[config.mk]
export PLATFORM = sky130hd
export DESIGN_NAME = tmr0_wdt_prescaler
export DESIGN_NICKNAME = d
export VERILOG_FILES = /design/src/rtl/tmr0_wdt_prescaler.sv
export SDC_FILE = /design/constraint.sdc
export NUM_CORES = 1
export LEC_CHECK = 0
export CAP_MARGIN = 20
export CELL_PAD_IN_SITES_DETAIL_PLACEMENT = 2
export CELL_PAD_IN_SITES_GLOBAL_PLACEMENT = 2
export CORE_AREA = 2 2 71 73
export CTS_CLUSTER_DIAMETER = 120
export DETAILED_ROUTE_END_ITERATION = 8
export DIE_AREA = 0 0 73 75
export PLACE_DENSITY_LB_ADDON = 0.1
export SLEW_MARGIN = 20
export SYNTH_ARGS = -nofsm -noshare
export SYNTH_HDL_FRONTEND = slang
export SYNTH_SLANG_ARGS = --single-unit
[constraint.sdc]
create_clock -name clk -period 4.1 [get_ports clk]
set_clock_uncertainty 0.2 [all_clocks]
set_input_delay 1.23 -clock clk [delete_from_list [all_inputs] [get_ports clk]]
set_output_delay 1.23 -clock clk [all_outputs]
set_load 0.02 [all_outputs]
[src/rtl/tmr0_wdt_prescaler.sv]
// TMR0 / watchdog front end: holds OPTION, synchronizes and edge-detects
// the T0CKI pin, runs the shared 8-bit prescaler and the watchdog base
// counter, and produces the registered tmr0_inc / wdtmr strobes.
module tmr0_wdt_prescaler #(
    parameter int WDT_BITS = 8
) (
    input  logic       clk,
    input  logic       rst,
    input  logic       option_wr,
    input  logic [5:0] option_data,
    input  logic       tmr0_wr,
    input  logic       t0cki,
    input  logic       wdt_en,
    input  logic       CLRWDT,
    input  logic       SLEEP,
    output logic       tmr0_inc,
    output logic       wdtmr,
    output logic [5:0] option_q,
    output logic [7:0] prescaler
);

    logic [5:0]          option_reg;
    logic [7:0]          presc_reg,   presc_next;
    logic                inc_reg,     inc_next;
    logic                wdtmr_reg,   wdtmr_next;
    logic [WDT_BITS-1:0] wdt_cnt_reg, wdt_cnt_next;
    logic [1:0]          inhibit_reg, inhibit_next;
    logic [2:0]          sync_reg;   // [0]=s1, [1]=s2, [2]=s3 (edge flop)

    // OPTION field decode
    logic       t0cs, t0se, psa;
    logic [2:0] ps;
    assign t0cs = option_reg[5];
    assign t0se = option_reg[4];
    assign psa  = option_reg[3];
    assign ps   = option_reg[2:0];

    // Prescaler masks: TMR0 divides by 2^(PS+1), WDT by 2^PS.
    logic [7:0] mask_tmr, mask_wdt;
    assign mask_tmr = 8'hFF >> (3'd7 - ps);
    assign mask_wdt = 8'hFF >> (4'd8 - {1'b0, ps});

    logic pin_evt, src_evt, evt_ok, clr, wdt_tick;
    assign pin_evt  = t0se ? (sync_reg[2] & ~sync_reg[1]) : (sync_reg[1] & ~sync_reg[2]);
    assign src_evt  = t0cs ? pin_evt : 1'b1;
    // Events in a TMR0 write cycle and the cycle after it are dropped.
    assign evt_ok   = src_evt & ~tmr0_wr & (inhibit_reg == 2'd0);
    assign clr      = CLRWDT | SLEEP;
    assign wdt_tick = wdt_en & (&wdt_cnt_reg) & ~clr;

    // Three-flop pin chain: two for metastability, third for edge detection.
    genvar gi;
    generate
        for (gi = 0; gi < 3; gi++) begin : g_sync
            // Shift one stage of the T0CKI chain per clock
            always_ff @(posedge clk or posedge rst) begin
                if (rst) begin
                    sync_reg[gi] <= 1'b0;
                end else if (gi == 0) begin
                    sync_reg[gi] <= t0cki;
                end else begin
                    sync_reg[gi] <= sync_reg[(gi > 0) ? gi - 1 : 0];
                end
            end
        end
    endgenerate

    // Next-state logic for strobes, prescaler, watchdog counter and inhibit
    always_comb begin
        inc_next     = 1'b0;
        wdtmr_next   = 1'b0;
        presc_next   = presc_reg;
        wdt_cnt_next = wdt_cnt_reg;
        inhibit_next = inhibit_reg;

        // Strobes always use the pre-write OPTION and prescaler values.
        if (psa) begin
            inc_next   = evt_ok;
            wdtmr_next = wdt_tick & ((presc_reg & mask_wdt) == mask_wdt);
        end else begin
            inc_next   = evt_ok & ((presc_reg & mask_tmr) == mask_tmr);
            wdtmr_next = wdt_tick;
        end

        // Prescaler: every clearing source wins over counting.
        if ((clr && psa) || option_wr || (tmr0_wr && !psa)) begin
            presc_next = 8'd0;
        end else if (psa ? wdt_tick : evt_ok) begin
            presc_next = presc_reg + 8'd1;
        end

        if (!wdt_en || clr) begin
            wdt_cnt_next = '0;
        end else begin
            wdt_cnt_next = wdt_cnt_reg + WDT_BITS'(1);
        end

        if (tmr0_wr) begin
            inhibit_next = 2'd1;
        end else if (inhibit_reg != 2'd0) begin
            inhibit_next = inhibit_reg - 2'd1;
        end
    end

    // State register with asynchronous clear
    always_ff @(posedge clk or posedge rst) begin
        if (rst) begin
            option_reg  <= 6'h3F;
            presc_reg   <= 8'd0;
            inc_reg     <= 1'b0;
            wdtmr_reg   <= 1'b0;
            wdt_cnt_reg <= '0;
            inhibit_reg <= 2'd0;
        end else begin
            if (option_wr) begin
                option_reg <= option_data;
            end
            presc_reg   <= presc_next;
            inc_reg     <= inc_next;
            wdtmr_reg   <= wdtmr_next;
            wdt_cnt_reg <= wdt_cnt_next;
            inhibit_reg <= inhibit_next;
        end
    end

    assign tmr0_inc  = inc_reg;
    assign wdtmr     = wdtmr_reg;
    assign option_q  = option_reg;
    assign prescaler = presc_reg;

endmodule
==> results.md <==
* Vias post-DR at 1271
* Met2 GRT Util at 0.309
* Post-CTS Setup Repair Bufs at 0
* Die Span Y at 75 µm
* Mapped Area at 1580 µm²
* GR peak layer: met2
* Layout area overhead at 27.2%
* ANT cells at 0
* Gr usage total at 0.170
* Compound-Gate Fraction of Synth Area at 0.117
* Clock root cell: clkbuf_8
* Status: finished clean
* Cts hold-fix bufs at 0
* Vias in the first global route at 1450
* Commonest cells after routing, fill and taps aside: clkdlybuf4s50_1, dfrtp_1, nand2_1
* GR Util met1 at 0.203
* End of the worst hold path: sync_reg[1]
* Final setup TNS at 0 ns
* Peak supply drop at 166 µV
* Leak at 0.825 nW
* Final net count at 212
* Ratio of cells with drive above 1 in the final layout at 0.111
* Place WS at 0.830 ns
* CP Launch Type: flop
* Met3 GRT Util at 0.0335
* Crit path buffers/inverters at 1
* Capture point of the worst reg-to-reg path: prescaler[7]
* Final Hold Vio Count at 0
* Rel. slew slack at 0.627
* Crit share post-route at 0.723
* Post-Synth Simple-Gate Area at 0.205
* Final Setup Violations at 0
* Pwr Total at 0.700 mW
* Post-route ant nets at 0
* Max_cap viols at 0
* CTS tree: built
* HPWL after DPL at 3270 µm
* Final core occ at 0.430
* Warning count from the yosys run at 0
* Reg2reg setup slack at 2.15 ns
* DRC violations left at 0
* Reg2reg path depth at 6
* Later-pin clock latency in the skew report at 0.27 ns
* Largest net degree at the start of global routing at 30
* Critical Path, Cell by Cell: clkdlybuf4s50_1
* Vias per cell at 5.21
* Drt first pass iters at 4
* Hold Path Class: reg -> reg
* Most common cell after layout, fill and taps aside: clkdlybuf4s50_1
* HP Start: sync_reg[0]
* Kind of critical path: reg -> out
* Crit path DAT at 1.54 ns
* Worst Path Max Fanout at 10
* CTS resizes at 0
* Main combinational cell family by area after synthesis: simple AND/OR/NAND/NOR gates
* Total global routing overflow at 0
* CTS Sinks at 29
* H-tree depth at 2
* Cells on Worst Hold Path at 0
* Die footprint at 5480 µm²
* RSZ-0062 raised after global routing: false
* Worst path top cell family by delay: buffers and inverters
* Fmax at 337 MHz
* Starting density of the core at 0.338
* WP data required at 2.67 ns
* Post-synthesis mux area share at 0.0595
* Sequential-to-total area share from yosys stat at 0.465
* Io pins at 30
* Worst-margin pin slew at 0.557 ns
* Cell area power density at 349 nW/µm²
* Syn_area_per_cell at 10.2 µm²
* CTS Buf Count at 5
* DR WL/cell at 17.2 µm
* Synth Instances at 155
* Syn nets at 178
* Clock transition at path regs at 0.06 ns
* Critical path's slowest cell: clkdlybuf4s50_1
* Fin crit period at 2.97 ns
* Seq cells post-synth at 29
* Crit path capture type: primary output
* Slew Limit Fails at 0
* Worst setup margin at 1.13 ns
* Core Region at 4660 µm²
* Post-synthesis adder-cell area fraction at 0.0714
* WL final at 4200 µm
* FF-to-FF Start: inhibit_reg[0]
* Port bufs at 29
* Site Rows at 25
* Antenna violations before repair at 0
* Die X-Extent at 73 µm
* XOR/XNOR share of the synthesized area at 0.0389
* Crit path largest cell delay at 0.64 ns
* First-pass GRT wire length at 7020 µm
* Gpl congestion at 0.755
* Max Root-Sink Buffers at 2
* Distinct cell type count after synthesis at 44
* Initial DRC Count at 32
[cell families (layout without fill, tap and decap cells)]
logic type / count (synthesis) / count (layout)
DFF: 29 / 29
and+or+nand+nor: 60 / 60
buffers and inverters: 14 / 49
muxes: 9 / 9
xor gates and xnor gates: 7 / 7
adders and majority gates: 9 / 9
AOI/OAI and AO/OA: 27 / 27
[through the flow]
stage | instance area (µm²) | cells | hold slack (ns)
3_3_place_gp | 1920 | 236 | 0.138
6_report | 2010 | 244 | 0.154
2_1_floorplan | 1580 | 155 | 0.131
3_5_place_dp | 1920 | 236 | 0.147
5_1_grt | 2010 | 244 | 0.178
4_1_cts | 2010 | 244 | 0.161
[worst max path at each step]
stage | endpoint | cells after the start | startpoint
4_1_cts | prescaler[7] | 5 | wdt_en
3_3_place_gp | prescaler[7] | 5 | wdt_en
2_1_floorplan | prescaler[7] | 4 | SLEEP
5_1_grt | prescaler[7] | 5 | wdt_en
6_report | option_q[3] | 1 | option_q[3]
3_5_place_dp | prescaler[7] | 5 | wdt_en
[synthesized netlist by cell type, drive strengths merged]
library cell | n | share of area
a311oi | 1 | 0.0095
inv | 10 | 0.024
nand3b | 1 | 0.0048
and2 | 2 | 0.0079
xor2 | 6 | 0.033
nand4 | 2 | 0.0079
dfstp | 6 | 0.10
o221ai | 2 | 0.011
nor4 | 1 | 0.0040
nor2b | 2 | 0.0079
nor3 | 2 | 0.013
mux2i | 6 | 0.038
buf | 2 | 0.014
nand2b | 6 | 0.025
o21ai | 7 | 0.022
mux2 | 3 | 0.021
o2bb2ai | 1 | 0.0056
and3b | 1 | 0.0056
and3 | 2 | 0.0087
clkinv | 1 | 0.0024
nor3b | 1 | 0.0048
clkbuf | 1 | 0.0024
o22ai | 4 | 0.016
a211oi | 2 | 0.013
or3b | 1 | 0.0071
o21a | 2 | 0.0095
and4 | 2 | 0.013
xnor2 | 1 | 0.0056
a31oi | 1 | 0.0040
a311o | 1 | 0.0063
a21oi | 5 | 0.016
a21boi | 1 | 0.0048
nand3 | 5 | 0.016
ha | 9 | 0.071
nand2 | 18 | 0.043
or3 | 1 | 0.0048
nor2 | 13 | 0.031
dfrtp | 23 | 0.37
[power breakdown]
group	total [mW]	internal [mW]	switching [mW]
Combinational	0.134	0.0605	0.0736
Sequential	0.326	0.308	0.0173
Clock	0.240	0.137	0.104
Total	0.700	0.506	0.195
[metal layers]
layer	vias to the layer above	part of all wire
li1	601	-
met1	646	0.44
met2	22	0.52
met3	2	0.031
met4	0	0.0060
met5	-	0
[cell type report]
type                       count  area, µm²
fill                         512       2660
sequential                    29        733
timing repair buffer          30        298
tap                           54       67.6
multi-input combinational    112        776
inverter                      11       41.3
clock buffer                   8       90.1
Power figures use the tool's default switching activity.
